===== src/rtl/div_pkg.sv =====
// Shared definitions for the sequential divider.
// Holds the default operand width and the controller state encoding so
// the top level and the datapath step agree on both.
package div_pkg;

   localparam int DEFAULT_WIDTH = 32;

   typedef enum logic [1:0] {
      IDLE = 2'd0,
      RUN  = 2'd1,
      DONE = 2'd2
   } state_t;

endpackage


===== src/rtl/div_step.sv =====
// One restoring-division step, purely combinational.
// Ports:
//   rem_in   : partial remainder before the step
//   quo_in   : partial quotient / remaining dividend bits before the step
//   divisor  : divisor for the trial subtraction
//   rem_out  : partial remainder after the step
//   quo_out  : partial quotient after the step (new bit in the LSB)
module div_step
   import div_pkg::*;
#(
   parameter int WIDTH = DEFAULT_WIDTH
) (
   input  logic [WIDTH-1:0] rem_in,
   input  logic [WIDTH-1:0] quo_in,
   input  logic [WIDTH-1:0] divisor,
   output logic [WIDTH-1:0] rem_out,
   output logic [WIDTH-1:0] quo_out
);

   logic [WIDTH:0]   rem_shift;
   logic [WIDTH+1:0] trial;
   logic             borrow;
   logic             trial_unused;

   // The {rem,quo} pair is shifted left, so the dividend MSB moves into the
   // remainder. The trial difference is one bit wider than the shifted
   // remainder so its top bit is a clean borrow flag.
   always_comb begin
      rem_shift = {rem_in, quo_in[WIDTH-1]};
      trial     = {1'b0, rem_shift} - {2'b00, divisor};
      borrow    = trial[WIDTH+1];
      if (borrow) begin
         rem_out = rem_shift[WIDTH-1:0];
      end else begin
         rem_out = trial[WIDTH-1:0];
      end
      quo_out = {quo_in[WIDTH-2:0], ~borrow};
   end

   // When there is no borrow the difference is below the divisor, so its
   // bit WIDTH is always zero and carries no information.
   assign trial_unused = trial[WIDTH];

endmodule


===== src/rtl/sequential_divider.sv =====
// Unsigned restoring divider producing one quotient bit per clock.
// Ports:
//   clk         : rising-edge clock
//   rst         : asynchronous active-low reset
//   start       : request pulse, only honoured while idle
//   dividend    : unsigned dividend, captured with an accepted start
//   divisor     : unsigned divisor, captured with an accepted start
//   busy        : high while an operation is running or completing
//   done        : one-cycle pulse when results are valid
//   quotient    : result quotient, held until the next accepted start
//   remainder   : result remainder, held until the next accepted start
//   div_by_zero : set with done when the divisor was zero
module sequential_divider
   import div_pkg::*;
#(
   parameter int WIDTH = DEFAULT_WIDTH
) (
   input  logic             clk,
   input  logic             rst,
   input  logic             start,
   input  logic [WIDTH-1:0] dividend,
   input  logic [WIDTH-1:0] divisor,
   output logic             busy,
   output logic             done,
   output logic [WIDTH-1:0] quotient,
   output logic [WIDTH-1:0] remainder,
   output logic             div_by_zero
);

   localparam int CW = $clog2(WIDTH);

   state_t           state;
   state_t           next_state;
   logic [CW-1:0]    count;
   logic [WIDTH-1:0] rem_work;
   logic [WIDTH-1:0] quo_work;
   logic [WIDTH-1:0] dsr_work;
   logic [WIDTH-1:0] step_rem;
   logic [WIDTH-1:0] step_quo;
   logic             last_step;

   div_step #(.WIDTH(WIDTH)) u_step (
      .rem_in  (rem_work),
      .quo_in  (quo_work),
      .divisor (dsr_work),
      .rem_out (step_rem),
      .quo_out (step_quo)
   );

   assign last_step = (count == CW'(WIDTH - 1));

   always_ff @(posedge clk or negedge rst) begin
      if (!rst) begin
         state <= IDLE;
      end else begin
         state <= next_state;
      end
   end

   always_comb begin
      next_state = state;
      busy       = 1'b0;
      done       = 1'b0;
      case (state)
         IDLE: begin
            if (start) begin
               next_state = (divisor == '0) ? DONE : RUN;
            end
         end
         RUN: begin
            busy = 1'b1;
            if (last_step) begin
               next_state = DONE;
            end
         end
         DONE: begin
            busy       = 1'b1;
            done       = 1'b1;
            next_state = IDLE;
         end
         default: begin
            next_state = IDLE;
         end
      endcase
   end

   // Working registers iterate during RUN; the visible results are only
   // written on the edge that enters DONE so partial values never leak out.
   // A zero divisor skips the iteration and reports the conventional
   // all-ones quotient with the dividend as remainder.
   always_ff @(posedge clk or negedge rst) begin
      if (!rst) begin
         count       <= '0;
         rem_work    <= '0;
         quo_work    <= '0;
         dsr_work    <= '0;
         quotient    <= '0;
         remainder   <= '0;
         div_by_zero <= 1'b0;
      end else begin
         case (state)
            IDLE: begin
               if (start) begin
                  dsr_work    <= divisor;
                  rem_work    <= '0;
                  quo_work    <= dividend;
                  count       <= '0;
                  div_by_zero <= 1'b0;
                  if (divisor == '0) begin
                     quotient    <= '1;
                     remainder   <= dividend;
                     div_by_zero <= 1'b1;
                  end
               end
            end
            RUN: begin
               rem_work <= step_rem;
               quo_work <= step_quo;
               count    <= count + CW'(1);
               if (last_step) begin
                  quotient  <= step_quo;
                  remainder <= step_rem;
               end
            end
            default: begin
            end
         endcase
      end
   end

endmodule

===== config.mk =====
export PLATFORM = sky130hd
export DESIGN_NAME = sequential_divider
export DESIGN_NICKNAME = d
export VERILOG_FILES = /design/src/rtl/div_pkg.sv /design/src/rtl/div_step.sv /design/src/rtl/sequential_divider.sv
export SDC_FILE = /design/constraint.sdc
export NUM_CORES = 1
export LEC_CHECK = 0
export ABC_AREA = 0
export BUFFER_PORTS_ARGS = -buffer_cell sky130_fd_sc_hd__buf_2
export CAP_MARGIN = 20
export CORE_MARGIN = 3
export CORE_UTILIZATION = 62
export CTS_CLUSTER_SIZE = 28
export DETAILED_ROUTE_END_ITERATION = 16
export PLACE_DENSITY = 0.92
export SYNTH_ARGS = -nofsm -noshare
export SYNTH_HDL_FRONTEND = slang
export SYNTH_SLANG_ARGS = --single-unit

===== constraint.sdc =====
create_clock -name clk -period 6.8 [get_ports clk]
set_clock_uncertainty 0.1 [all_clocks]
set_input_delay 0.34 -clock clk [delete_from_list [all_inputs] [get_ports clk]]
set_output_delay 0.34 -clock clk [all_outputs]
set_load 0.01 [all_outputs]

* After elaboration in Yosys (flattened, before gate mapping)
Cells that the tools add are included.
** Operators by class
- $add $sub $neg :: 2
- Mux-type cells :: 22
- Reduce and logical (&&, ||, !) cells :: 8
- Equal/unequal tests :: 6
- Bitwise logic cells :: 1
** Operator list (count)
- $mux W32 :: 9
- $pmux W32 S2 :: 4
- $sub A33 B32 Y34 :: 1
- $logic_not A32 Y1 :: 1
- $pmux W5 S2 :: 1
- $mux W2 :: 3
- $ne A2 B2 Y1 const B :: 3
- $reduce_and A2 Y1 :: 3
- $add A5 B1 Y5 const B :: 1
- $eq A5 B5 Y1 const B :: 1
- $mux W5 :: 1
- $pmux W2 S2 :: 1
- $reduce_and A4 Y1 :: 1
- $mux W1 :: 3
- $eq A2 B1 Y1 const B :: 1
- $eq A2 B2 Y1 const B :: 1
- $logic_not A2 Y1 :: 1
- $reduce_bool A2 Y1 :: 1
- $reduce_or A2 Y1 :: 1
- $not A1 Y1 :: 1
** Storage, ports and cells
- Output and inout port bits :: 67
- Register bits :: 168

* Logic depth before layout (Yosys ltp)
- Depth in word-level cells :: 4
- Depth in mapped cells :: 14

* Hierarchy
From an unflattened synthesis, not the netlist that was laid out.
** Second synthesis, totals
- Cells, all modules :: 1116
- Area, all modules :: 10966.8 um2
** Modules (own cells, without submodules)
- sequential_divider :: area each 8304.2 um2, cells an instance 712, instances 1, seq. area each 4204.0 um2
- div_step :: area each 2662.6 um2, cells an instance 404, instances 1, seq. area each 0.0 um2

* Worst setup path after synthesis
Ideal clock, no wire load.
- Kind :: register to register
- Start point :: register rem_work[25]
- End point :: register remainder[31]
- Arrival time :: 2.648 ns
- Required time :: 6.560 ns
- Stages on the path, launching flop included :: 13
- Slack :: 3.911 ns
- Cells stage by stage :: dfrtp_1 -> ha_1 -> buf_2 -> a21oi_1 -> o211ai_1 -> a221oi_2 -> a21oi_1 -> or3_1 -> buf_2 -> buf_8 -> o211a_1 -> nor4_2 -> a31oi_1
** On the way
- Cells in the longest elaborated chain, start to end :: 4
** RTL lines
- start: declaration :: line sequential_divider.sv:35 : logic [WIDTH-1:0] rem_work;
- start signal: assignment :: line sequential_divider.sv:117 : rem_work <= step_rem;
- $sub A33 B32 Y34 :: line div_step.sv:30 : trial = {1'b0, rem_shift} - {2'b00, divisor};
- $mux W32 :: line div_step.sv:32 : if (borrow) begin
- $mux W32 :: line sequential_divider.sv:120 : if (last_step) begin
- $pmux W32 S2 :: line sequential_divider.sv:101 : case (state)
- end signal: assignment :: line sequential_divider.sv:111 : remainder <= dividend;
- end signal: assignment :: line sequential_divider.sv:122 : remainder <= step_rem;
- end: declaration :: line sequential_divider.sv:26 : output logic [WIDTH-1:0] remainder,
Every way passes these cells. The select of a mux whose other input is x is not followed.
A chain may end at the register's enable or synchronous reset.

* Worst setup path in the final report
- Start point :: register rem_work[21]
- End point :: register remainder[31]
The elaborated chain is that of the path after synthesis.

==> run_results.csv <==
group,metric,value,unit
timing,final-hold-violation-count,0,
timing,worst_slack,2990,ps
grt,antenna_found_initial,1,
cells_and_area,drive_above_1_share,20.6,%
floorplanning,core-area,14600,um2
logic_synthesis,ys_types,67,
logic_synthesis,ys_ff_latch,168,
timing,whs,51.7,ps
floorplanning,fp-row-count,44,
critical_path,cp-end-kind,"flip-flop",
critical_path,required,6970,ps
clocking,clkSlewWorstSetupHoldPaths,70,ps
cells_and_area,nFillCells,1049,
grt,grt_pass1_wl,42500,um
floorplanning,initial_core_util,63.7,%
cells_and_area,final_common_cell,"nand2_1",
timing,fin_crit,3810,ps
timing,slew_viol_final,0,
routing,ant_nets,0,
worst_hold_path,min_path_type,"input port to flip-flop",
floorplanning,die_h,129,um
clocking,post_cts_buffers,0,
logic_synthesis,synth_edf_count,0,
logic_synthesis,yosysTopAreaCellShare,45.1,%
timing,max_freq,263,MHz
critical_path,crit_slowest_cell,"or3_1",
clocking,clock_path_buffers,2,
routing,wl_per_cell,20.7,um
routing,via_count,8357,
cells_and_area,ff_latch_area,4200,um2
critical_path,path_buf_inv,1,
critical_path,cp.arrival,3980,ps
routing,first_pass_iters,5,
logic_synthesis,synth.cell_area,9320,um2
place,dp_slack,3120,ps
critical_path,cpPeakStageDelay,750,ps
grt,grt_usage,32.9,%
power,powerDensity,546,nW/um2
clocking,clk_latency,440,ps
place,gp_congestion,0.985,
routing,drt_iter0_markers,1005,
critical_path,path_class,"flip-flop to flip-flop",
critical_path,worst_path_dominant_cell_family,"compound AO/OA/AOI/OAI gates",
critical_path,crit_fanout,18,
critical_path,cpMostUsedCell,"a21oi_1",
logic_synthesis,syn-instance-count,1002,
cells_and_area,fin_cells,1306,
clocking,cts_buffers,17,
routing,route.detailed.drc,0,
routing,via_per_inst,6.40,
critical_path,path_cells,"ha_1, a21oi_1, o211ai_1, a221oi_2, a21oi_1, or3_1, buf_4, o211a_1, nor4_2, a31oi_1",
cells_and_area,fin_nets,1214,
place,place_inst,1273,
cells_and_area,layout_common_cells,"179 x nand2_1, 168 x dfrtp_1, 132 x buf_2, 77 x o21ai_0, 52 x nor2_1",
logic_synthesis,synth_flop_cell,"dfrtp_1",
logic_synthesis,synth_area_leader_cell,"dfrtp_1",
timing,setup_viol,0,
power,power,0.00583,W
grt,grt_max_degree,95,
timing,setup-tns-final,0,ps
clocking,cts_root_buffer,"clkbuf_16",
timing,rsz0062_at_grt,"false",
clocking,post_cts_resized,0,
clocking,cts_tree,"yes",
cells_and_area,antenna_cells,0,
critical_path,critPathLaunchType,"flip-flop",
logic_synthesis,avgSynthCellArea,9.31,um2
clocking,cts_sinks,168,
logic_synthesis,yosysSeqAreaShare,45.1,%
timing,worst_slew_pin_slew,985,ps
cells_and_area,area_growth,14.4,%
logic_synthesis,yosysWarnings,0,
power,power_leakage,5.01,nW
outcome,status,"finished, final reports clean",
clocking,htree_num_levels,4,
floorplanning,ios,134,
timing,period_share,56.0,%
grt,grt_pass1_vias,7851,
power,ir_worst_vdd,0.267,mV
grt,globalRouteOverflowTotal,0,
logic_synthesis,synth_nets,1107,
routing,wl,27000,um
timing,relSlewSlack,34.3,%
cells_and_area,multi_input_area,4710,um2
floorplanning,die-area,16500,um2
place,dp.final_hpwl,19000,um
floorplanning,die_width,129,um
logic_synthesis,synth-async-reset-ratio,100,%
place,io_buffers,133,
flow_run,drv_cap,0,
logic_synthesis,netlist_top_cells_area,"dfrtp_1 45%, nand2_1 7.2%, ha_1 5.0%",
cells in the mapped netlist, types with 2 or more instances:
| master | n |
|---|---|
| a2111oi_0 | 3 |
| a211oi_1 | 8 |
| a21boi_0 | 3 |
| a21o_1 | 15 |
| a21oi_1 | 35 |
| a21oi_2 | 2 |
| a22o_1 | 4 |
| a31oi_1 | 29 |
| and2_1 | 3 |
| and3_1 | 5 |
| and4_1 | 3 |
| buf_1 | 4 |
| buf_2 | 5 |
| buf_4 | 2 |
| buf_8 | 2 |
| clkbuf_1 | 42 |
| dfrtp_1 | 168 |
| ha_1 | 37 |
| inv_1 | 47 |
| mux2_1 | 5 |
| mux2_2 | 35 |
| mux2i_1 | 41 |
| nand2_1 | 179 |
| nand2b_1 | 7 |
| nand3_1 | 14 |
| nand4_1 | 5 |
| nor2_1 | 52 |
| nor2b_1 | 11 |
| nor3_1 | 12 |
| nor4_1 | 13 |
| o211a_1 | 2 |
| o211ai_1 | 10 |
| o21a_1 | 11 |
| o21ai_0 | 79 |
| o21ai_1 | 28 |
| o21bai_1 | 3 |
| o221a_2 | 2 |
| o22a_1 | 11 |
| o22ai_1 | 3 |
| o31ai_1 | 14 |
| or3_1 | 7 |
| xnor2_1 | 10 |
| xor2_1 | 7 |
area by class of cell:
| type | instances | share of cell area, % |
|---|---|---|
| inverter | 47 | 1.65 |
| tap | 184 | 2.16 |
| timing repair buffer | 144 | 7.09 |
| clock buffer | 20 | 4.28 |
| multi-input combinational | 731 | 44.1 |
| sequential | 168 | 39.4 |
| clock inverter | 12 | 1.30 |
path summary, 6_finish.rpt:
check / start / depth (start not counted) / end / slack (ps)
worst min register to register: quotient[2]$_DFFE_PN0P_ / 2 / quotient[2]$_DFFE_PN0P_ / 360
max in group asynchronous: rst / 3 / quo_work[17]$_DFFE_PN0P_ / 4630
worst max register to register: rem_work[21]$_DFFE_PN0P_ / 10 / remainder[31]$_DFFE_PN0P_ / 2990
worst min-delay path: divisor[31] / 2 / dsr_work[31]$_DFFE_PN0P_ / 50
worst max-delay path: rem_work[21]$_DFFE_PN0P_ / 10 / remainder[31]$_DFFE_PN0P_ / 2990
min in group asynchronous: rst / 2 / remainder[6]$_DFFE_PN0P_ / 470
flip-flops by register name, summed over array words and instances, names as in the netlist:
signal,flops
state,2
div_by_zero,1
remainder,32
quotient,32
rem_work,32
count,5
dsr_work,32
quo_work,32
power breakdown:
group | internal [W] | total [W] | switching, W
registers | 0.00146 | 0.00179 | 0.000323
logic | 0.00112 | 0.00306 | 0.00194
clock network | 0.000566 | 0.000982 | 0.000417
total | 0.00315 | 0.00583 | 0.00267
routing by layer:
metal  vias up  part of all wire, %  GRT usage (%)
met5         -                0.026              0
met4         2                  4.4           14.5
met3        76                  9.1           6.81
met2       511                   45           50.0
met1      3984                   42           46.1
li1       3784                    -              -
logic make-up (layout without fill, tap and decap cells):
kind of cell	count (synthesis)	in the layout	share of synthesized area [%]
adders and majority gates	38	38	5.18
muxes	81	81	9.23
DFF	168	168	45.1
xor gates and xnor gates	17	17	1.60
and+or+nand+nor	316	316	14.9
buffers and inverters	103	223	4.62
AOI/OAI and AO/OA	279	279	19.4
through the flow:
stage | util [%] | cell area (um2)
floorplan | - | 9320
global route | 72.9 | 10700
global placement | 68.7 | 10100
CTS | 72.9 | 10700
finish | 72.9 | 10700
detailed placement | 68.7 | 10100
what timing repair did:
action | in CTS | in global routing
endpoints found under the setup margin | 0 | 0
hold endpoints to repair | 92 | 0
hold buffers | 1 | 0
Power figures use the tool's default switching activity.
